**config.mk**
```make
export PLATFORM = sky130hd
export DESIGN_NAME = param_processor_core_flat
export DESIGN_NICKNAME = d
export VERILOG_FILES = /design/src/rtl/param_processor_core_if.sv /design/src/rtl/param_processor_core.sv /design/src/flat_wrapper.sv
export SDC_FILE = /design/constraint.sdc
export NUM_CORES = 1
export LEC_CHECK = 0
export BUFFER_PORTS_ARGS = -buffer_cell sky130_fd_sc_hd__buf_2
export CAP_MARGIN = 20
export CORE_MARGIN = 5
export CORE_UTILIZATION = 67
export CTS_BUF_LIST = sky130_fd_sc_hd__clkbuf_8
export CTS_CLUSTER_SIZE = 20
export DETAILED_ROUTE_END_ITERATION = 10
export GPL_TIMING_DRIVEN = 0
export HOLD_SLACK_MARGIN = 0.02
export PLACE_DENSITY = 0.85
export SLEW_MARGIN = 10
export SYNTH_ARGS = -nofsm -noshare
export SYNTH_HDL_FRONTEND = slang
export SYNTH_SLANG_ARGS = --single-unit
export TNS_END_PERCENT = 30
```
**constraint.sdc**
```tcl
create_clock -name clk -period 15.2 [get_ports clk]
set_input_delay 2.28 -clock clk [delete_from_list [all_inputs] [get_ports clk]]
set_output_delay 2.28 -clock clk [all_outputs]
set_load 0.01 [all_outputs]
```
**src/rtl/param_processor_core_if.sv**
```systemverilog
`default_nettype none
// ============================================================================
//  Module      : param_processor_core_if
//  Description : Instruction handshake and writeback bus of the
//                parametrised processor core. The master drives
//                instructions in; the slave (the core) returns results.
//  Revision    : 1.0 - initial release
// ============================================================================
interface param_processor_core_if #(
  parameter int DATA_W = 16
);
  logic [15:0]       instruction;
  logic              in_valid;
  logic              in_ready;
  logic [DATA_W-1:0] result;
  logic              result_valid;
  logic [2:0]        result_rd;
  logic [2:0]        flags;
  logic              illegal;

  modport master (
    output instruction, in_valid,
    input  in_ready, result, result_valid, result_rd, flags, illegal
  );

  modport slave (
    input  instruction, in_valid,
    output in_ready, result, result_valid, result_rd, flags, illegal
  );
endinterface
`default_nettype wire

```
**src/rtl/param_processor_core.sv**
```systemverilog
`default_nettype none
// ============================================================================
//  Module      : param_processor_core
//  Description : Two-stage (decode, execute/writeback) processor core with
//                configurable data width, 8-entry register file, Z/N/C
//                flags and an iterative shift-add multiplier that stalls
//                the instruction handshake while it runs.
//  Revision    : 1.0 - initial release
// ============================================================================
module param_processor_core #(
  parameter int DATA_W   = 16,
  parameter bit RF_RESET = 1'b1
) (
  input wire                    clk,
  input wire                    rst,
  param_processor_core_if.slave bus_io
);

  localparam int SH_W  = $clog2(DATA_W);
  localparam int CNT_W = $clog2(DATA_W + 1);
  localparam int DW1   = DATA_W + 1;

  localparam logic [3:0] OP_NOP = 4'h0;
  localparam logic [3:0] OP_ADD = 4'h1;
  localparam logic [3:0] OP_SUB = 4'h2;
  localparam logic [3:0] OP_AND = 4'h3;
  localparam logic [3:0] OP_OR  = 4'h4;
  localparam logic [3:0] OP_XOR = 4'h5;
  localparam logic [3:0] OP_NOT = 4'h6;
  localparam logic [3:0] OP_LDI = 4'h7;
  localparam logic [3:0] OP_SHL = 4'h8;
  localparam logic [3:0] OP_SHR = 4'h9;
  localparam logic [3:0] OP_ADC = 4'hA;
  localparam logic [3:0] OP_MUL = 4'hB;

  typedef enum logic [0:0] {
    ST_EXE = 1'b0,
    ST_MUL = 1'b1
  } state_t;

  state_t              state_q, state_d;
  logic                s1_valid_q, s1_valid_d;
  logic [15:0]         s1_instr_q, s1_instr_d;
  logic [CNT_W-1:0]    cnt_q, cnt_d;
  logic [2*DATA_W-1:0] mcand_q, mcand_d;
  logic [2*DATA_W-1:0] acc_q, acc_d;
  logic [DATA_W-1:0]   mplier_q, mplier_d;
  logic [2:0]          mul_rd_q, mul_rd_d;
  logic [DATA_W-1:0]   result_q, result_d;
  logic [2:0]          result_rd_q, result_rd_d;
  logic                result_valid_q, result_valid_d;
  logic [2:0]          flags_q, flags_d;
  logic                illegal_q, illegal_d;
  logic [DATA_W-1:0]   rf_q [8];

  // Decode fields and register-file read ports
  logic [3:0]          w_op;
  logic [2:0]          w_rs1, w_rs2, w_rd;
  logic [5:0]          w_imm;
  logic [DATA_W-1:0]   w_a, w_b;
  logic [SH_W-1:0]     w_shamt;
  logic [DATA_W-1:0]   w_alu_res;
  logic                w_alu_c;
  logic [2*DATA_W-1:0] w_mul_sum;
  logic                w_in_ready;
  logic                w_accept;
  logic                w_wr_en;
  logic [2:0]          w_wr_addr;
  logic [DATA_W-1:0]   w_wr_data;
  logic                w_unused_bits;

  assign w_op    = s1_instr_q[15:12];
  assign w_rs1   = s1_instr_q[11:9];
  assign w_rs2   = s1_instr_q[8:6];
  assign w_rd    = s1_instr_q[5:3];
  assign w_imm   = s1_instr_q[11:6];
  assign w_a     = rf_q[w_rs1];
  assign w_b     = rf_q[w_rs2];
  assign w_shamt = w_b[SH_W-1:0];
  assign w_unused_bits = ^s1_instr_q[2:0];

  // A MUL sitting in decode, or a MUL in flight, blocks new instructions
  assign w_in_ready = (state_q == ST_EXE) && !(s1_valid_q && (w_op == OP_MUL));
  assign w_accept   = bus_io.in_valid && w_in_ready;

  // One multiplier iteration: add shifted multiplicand when multiplier LSB set
  assign w_mul_sum = acc_q + (mplier_q[0] ? mcand_q : '0);

  // Single-cycle ALU: result plus the op-specific carry/borrow/shift-out bit
  always_comb begin
    w_alu_res = '0;
    w_alu_c   = 1'b0;
    case (w_op)
      OP_ADD: {w_alu_c, w_alu_res} = {1'b0, w_a} + {1'b0, w_b};
      OP_ADC: {w_alu_c, w_alu_res} = {1'b0, w_a} + {1'b0, w_b} + DW1'(flags_q[0]);
      OP_SUB: {w_alu_c, w_alu_res} = {1'b0, w_a} - {1'b0, w_b};
      OP_AND: w_alu_res = w_a & w_b;
      OP_OR:  w_alu_res = w_a | w_b;
      OP_XOR: w_alu_res = w_a ^ w_b;
      OP_NOT: w_alu_res = ~w_a;
      OP_LDI: w_alu_res = DATA_W'(w_imm);
      // Extra bit above/below the operand catches the last bit shifted out;
      // a zero shift leaves it 0.
      OP_SHL: {w_alu_c, w_alu_res} = {1'b0, w_a} << w_shamt;
      OP_SHR: {w_alu_res, w_alu_c} = {w_a, 1'b0} >> w_shamt;
      default: ;
    endcase
  end

  // Execute FSM next state, writeback, flags and decode-stage bookkeeping
  always_comb begin
    state_d        = state_q;
    cnt_d          = cnt_q;
    mcand_d        = mcand_q;
    mplier_d       = mplier_q;
    acc_d          = acc_q;
    mul_rd_d       = mul_rd_q;
    result_d       = result_q;
    result_rd_d    = result_rd_q;
    result_valid_d = 1'b0;
    flags_d        = flags_q;
    illegal_d      = 1'b0;
    w_wr_en        = 1'b0;
    w_wr_addr      = w_rd;
    w_wr_data      = w_alu_res;
    s1_instr_d     = w_accept ? bus_io.instruction : s1_instr_q;
    // Whatever sits in decode is consumed by the next EXE edge
    s1_valid_d     = w_accept ? 1'b1 : ((state_q == ST_EXE) ? 1'b0 : s1_valid_q);

    case (state_q)
      ST_EXE: begin
        if (s1_valid_q) begin
          if (w_op == OP_NOP) begin
            // retires silently
          end else if (w_op == OP_MUL) begin
            state_d  = ST_MUL;
            mcand_d  = {{DATA_W{1'b0}}, w_a};
            mplier_d = w_b;
            acc_d    = '0;
            cnt_d    = CNT_W'(DATA_W);
            mul_rd_d = w_rd;
          end else if (w_op[3:2] == 2'b11) begin
            illegal_d = 1'b1;
          end else begin
            w_wr_en        = 1'b1;
            result_d       = w_alu_res;
            result_rd_d    = w_rd;
            result_valid_d = 1'b1;
            flags_d        = {(w_alu_res == '0), w_alu_res[DATA_W-1], w_alu_c};
          end
        end
      end
      ST_MUL: begin
        acc_d    = w_mul_sum;
        mcand_d  = mcand_q << 1;
        mplier_d = mplier_q >> 1;
        cnt_d    = cnt_q - 1'b1;
        if (cnt_q == CNT_W'(1)) begin
          state_d        = ST_EXE;
          w_wr_en        = 1'b1;
          w_wr_addr      = mul_rd_q;
          w_wr_data      = w_mul_sum[DATA_W-1:0];
          result_d       = w_mul_sum[DATA_W-1:0];
          result_rd_d    = mul_rd_q;
          result_valid_d = 1'b1;
          flags_d        = {(w_mul_sum[DATA_W-1:0] == '0),
                            w_mul_sum[DATA_W-1],
                            |w_mul_sum[2*DATA_W-1:DATA_W]};
        end
      end
      default: state_d = ST_EXE;
    endcase
  end

  // Control state and registered outputs; reset aborts any multiply
  always_ff @(posedge clk) begin
    if (rst) begin
      state_q        <= ST_EXE;
      s1_valid_q     <= 1'b0;
      cnt_q          <= '0;
      result_q       <= '0;
      result_rd_q    <= '0;
      result_valid_q <= 1'b0;
      flags_q        <= '0;
      illegal_q      <= 1'b0;
    end else begin
      state_q        <= state_d;
      s1_valid_q     <= s1_valid_d;
      cnt_q          <= cnt_d;
      result_q       <= result_d;
      result_rd_q    <= result_rd_d;
      result_valid_q <= result_valid_d;
      flags_q        <= flags_d;
      illegal_q      <= illegal_d;
    end
  end

  // Datapath registers need no reset; they are qualified by the control state
  always_ff @(posedge clk) begin
    s1_instr_q <= s1_instr_d;
    mcand_q    <= mcand_d;
    mplier_q   <= mplier_d;
    acc_q      <= acc_d;
    mul_rd_q   <= mul_rd_d;
  end

  if (RF_RESET) begin : g_rf_reset
    // Register file write port, cleared by reset
    always_ff @(posedge clk) begin
      if (rst) begin
        for (int i = 0; i < 8; i++) rf_q[i] <= '0;
      end else if (w_wr_en) begin
        rf_q[w_wr_addr] <= w_wr_data;
      end
    end
  end else begin : g_rf_keep
    // Register file write port, contents survive reset
    always_ff @(posedge clk) begin
      if (!rst && w_wr_en) begin
        rf_q[w_wr_addr] <= w_wr_data;
      end
    end
  end

  assign bus_io.in_ready     = w_in_ready;
  assign bus_io.result       = result_q;
  assign bus_io.result_rd    = result_rd_q;
  assign bus_io.result_valid = result_valid_q;
  assign bus_io.flags        = flags_q;
  assign bus_io.illegal      = illegal_q;

endmodule
`default_nettype wire
```
**src/flat_wrapper.sv**
```systemverilog
// flat-port wrapper written by rule: the top's interface ports become plain ports
module param_processor_core_flat 
#(
  parameter int DATA_W   = 16,
  parameter bit RF_RESET = 1'b1
)
  (clk, rst, bus_io_instruction, bus_io_in_valid, bus_io_in_ready, bus_io_result, bus_io_result_valid, bus_io_result_rd, bus_io_flags, bus_io_illegal);
  param_processor_core_if #(.DATA_W(DATA_W)) bus_io_i ();
  input wire clk;
  input wire rst;
  input wire logic [$bits(bus_io_i.instruction)-1:0] bus_io_instruction;
  input wire logic [$bits(bus_io_i.in_valid)-1:0] bus_io_in_valid;
  output wire logic [$bits(bus_io_i.in_ready)-1:0] bus_io_in_ready;
  output wire logic [$bits(bus_io_i.result)-1:0] bus_io_result;
  output wire logic [$bits(bus_io_i.result_valid)-1:0] bus_io_result_valid;
  output wire logic [$bits(bus_io_i.result_rd)-1:0] bus_io_result_rd;
  output wire logic [$bits(bus_io_i.flags)-1:0] bus_io_flags;
  output wire logic [$bits(bus_io_i.illegal)-1:0] bus_io_illegal;
  assign bus_io_i.instruction = bus_io_instruction;
  assign bus_io_i.in_valid = bus_io_in_valid;
  assign bus_io_in_ready = bus_io_i.in_ready;
  assign bus_io_result = bus_io_i.result;
  assign bus_io_result_valid = bus_io_i.result_valid;
  assign bus_io_result_rd = bus_io_i.result_rd;
  assign bus_io_flags = bus_io_i.flags;
  assign bus_io_illegal = bus_io_i.illegal;
  param_processor_core #(.DATA_W(DATA_W), .RF_RESET(RF_RESET)) u_core (.clk(clk), .rst(rst), .bus_io(bus_io_i));
endmodule
```
==> run summary <==
clock sink total: 260
synthesis-to-finish area growth: 7.90%
largest net degree at the start of global routing: 55
worst-skew pair later-pin latency: 0.57 ns
root buffer cell: clkbuf_8
initial antenna violation count: 1
H-tree depth: 2
final antenna-violating net count: 0
drt pass-1 iters: 8
core area: 0.0270 mm²
worst slack at placement: 7.35 ns
R2R Setup Slk: 6.97 ns
Post-synth top flop: edfxtp_1
Detail Placement HPWL: 46900 µm
Post-synth EDFFs: 224
Post-Syn Nets: 1896
maximum vdd ir drop: 0.0000927 V
die height: 176 µm
skew final: 0.0304 ns
crit-path cells: buf_2, buf_2, mux4_2, mux2i_1, buf_2, buf_2, buf_1, ha_1, a211oi_1, o31ai_1, o2111ai_1, a31oi_1, xnor2_1, nand4_1, nand3_1, nand3_1, mux2i_1, nor2_1
post-synth top area share: 0.366
Worst path most repeated cell: buf_2
Ys Warns: 0
drc violations: 0
1st-iter DRT viols: 2722
top cells by area, synth: edfxtp_1 (37%), mux4_2 (7.7%), ha_1 (5.7%)
Ant. Diodes: 0
I/O Pins: 44
HP Class: flip-flop to flip-flop
minimum clock period: 8.23 ns
commonest non-fill, non-tap cell in the layout: nor2_1
setup TNS: 0 ns
clk slew on worst S/H paths: 0.07 ns
proportion of layout cells with a drive suffix above 1: 0.142
GP Congestion: 1.05
vias in the first global route: 16.0k
Cells after Synth: 1790
register area: 0.00745 mm²
Tcrit/Tclk final: 0.541
Final Hold Vio Count: 0
pwr dens: 109 mW/mm²
CP required: 15.45 ns
Worst Hold Launch: u_core.bus_io.result[11]$_SDFFE_PP0P_
overall routed net length: 65100 µm
flops & latches, synth: 260
crit path kind: flip-flop to flip-flop
Inserted Clock Buffers: 43
unrepaired setup endpoints after global routing: no
WP buf/inv: 5
Initial Util: 0.681
first-pass GRT wire length: 96700 µm
# fillers: 1872
max_cap viols: 0
slew margin rel.: 0.247
crit end category: flip-flop
Mapped Area: 0.0184 mm²
Bufs on Longest Clock Path: 3
Via-to-Cell Ratio: 7.34
vias post-DR: 16.5k
cell taking the most area after synthesis: edfxtp_1
maximum clock frequency: 0.122 GHz
GRT Total Usage: 0.414
most frequent cells in the layout: nor2_1 (235), edfxtp_1 (224), nand2_1 (104)
Lkg Pwr: 7.49 nW
total gr overflow: 0
Final setup viols: 0
critical-path maximum fanout: 11
CTS tree: built
CP peak stage delay: 0.98 ns
die area: 0.0309 mm²
Core Rows: 60
drt wl/cell: 29.0 µm
IO buf count: 40
WHS Endpoint: u_core.bus_io.result[11]$_SDFFE_PP0P_
Nets: 1986
Distinct cells, synth: 81
Worst-Margin Slew: 1.10 ns
setup ws final: 6.97 ns
hold-fix buffers at CTS: 0
mean area per synthesized cell: 10.3 µm²
sequential area share after synthesis: 0.405
max-slew violations: 0
Data arrival, critical path: 8.48 ns
async set-or-reset flop fraction in the synthesized netlist: 0
Critical Path Start Type: flip-flop
Slowest cell on crit path: mux2i_1
PostCTS Resize Cnt: 0
worst reg2reg path depth: 18
top cell family by delay on the critical path: multiplexers
area occupied by multi-input gates: 0.0102 mm²
hold_ws: 0.450 ns
Die W: 176 µm
FF-to-FF End: u_core.rf_q[0][13]$_SDFFCE_PN0P_
Hold Path Stages: 2
Post-CTS Setup Inserts: 0
status: finished, final reports clean
-- logic make-up (layout without fill, tap and decap cells) --
family	after synthesis	after routing	share of synthesized area
fa+ha+maj	87	87	0.0604
xor+xnor	57	57	0.0271
buf+inv	175	291	0.0393
mux	200	200	0.162
simple gates	617	617	0.163
compound gates	394	394	0.144
flops	260	260	0.405
-- final cells by class --
class | count | share of cell area
Buffer | 112 | 0.0245
Inverter | 63 | 0.0120
Timing Repair Buffer | 45 | 0.0136
Clock inverter | 27 | 0.00712
Clock buffer | 44 | 0.0305
Sequential cell | 260 | 0.375
Multi-Input combinational cell | 1355 | 0.515
Tap cell | 341 | 0.0215
-- flip-flops by register name (all words and copies together) (netlist names), 3 cells and up, named ones only --
signal	count
u_core.mul_rd_q	3
u_core.acc_q	32
u_core.mplier_q	16
u_core.cnt_q	5
u_core.mcand_q	32
u_core.s1_instr_q	13
u_core.bus_io.result	15
u_core.bus_io.flags	3
u_core.bus_io.result_rd	3
u_core.rf_q	128
-- worst reg2reg max path, cell delays in order (launching register included) --
cell	delay [ns]
dfxtp_1	0.31
buf_2	0.24
buf_2	0.38
mux4_2	0.55
mux2i_1	0.52
buf_2	0.41
buf_2	0.33
buf_1	0.58
ha_1	0.41
a211oi_1	0.62
o31ai_1	0.30
o2111ai_1	0.50
a31oi_1	0.18
xnor2_1	0.67
nand4_1	0.29
nand3_1	0.17
nand3_1	0.34
mux2i_1	0.98
nor2_1	0.14
-- stage by stage --
stage                     utilization  instance area, µm²  total power, W  std cells
after floorplan                     -               18400         0.00132       1790
after global placement          0.704               19000         0.00154       2171
after detailed placement        0.705               19100         0.00155       2172
after CTS                       0.733               19800         0.00211       2243
after global routing            0.734               19800         0.00222       2247
final                           0.734               19800         0.00216       2247
-- metal layers --
layer	wire, µm	GRT usage	vias to the layer above
met5	0	0	-
met4	4590	0.250	0
met3	8760	0.108	339
met2	29000	0.634	1447
met1	22800	0.533	7784
li1	-	-	6930
-- cell usage after synthesis, types with 12 or more instances --
cell,count
nor2_1,235
inv_1,57
ha_1,84
xor2_1,19
nand4_1,16
and2_1,79
a31oi_1,23
mux2_2,51
o211ai_1,22
edfxtp_1,224
o22ai_1,13
xnor2_1,38
nand2_1,104
a22oi_1,16
nand3_1,44
a21o_1,18
a21oi_1,100
dfxtp_1,36
o31ai_1,12
o21ai_0,56
mux4_2,63
clkbuf_1,79
buf_1,14
mux2i_1,68
nor3_1,35
o21bai_1,12
a211oi_1,18
nand2b_1,21
-- worst max-delay path by stage --
stage,from,to,cells past startpoint
after floorplan,flip-flop,u_core.bus_io.flags[2]$_SDFFE_PP0P_,17
after global placement,flip-flop,u_core.rf_q[6][12]$_SDFFCE_PN0P_,18
after detailed placement,flip-flop,u_core.rf_q[1][12]$_SDFFCE_PN0P_,18
after CTS,flip-flop,u_core.rf_q[1][12]$_SDFFCE_PN0P_,18
after global routing,flip-flop,u_core.rf_q[0][13]$_SDFFCE_PN0P_,18
final,flip-flop,u_core.rf_q[0][13]$_SDFFCE_PN0P_,18
-- power by group --
part	leakage [nW]	internal [W]	total [W]	switching (W)
combinational	4.57	0.000251	0.000768	0.000516
sequential	2.51	0.000802	0.000819	0.0000169
clock	0.414	0.000284	0.000571	0.000287
total	7.49	0.00134	0.00216	0.000820
(Power assumes the default switching activity.)
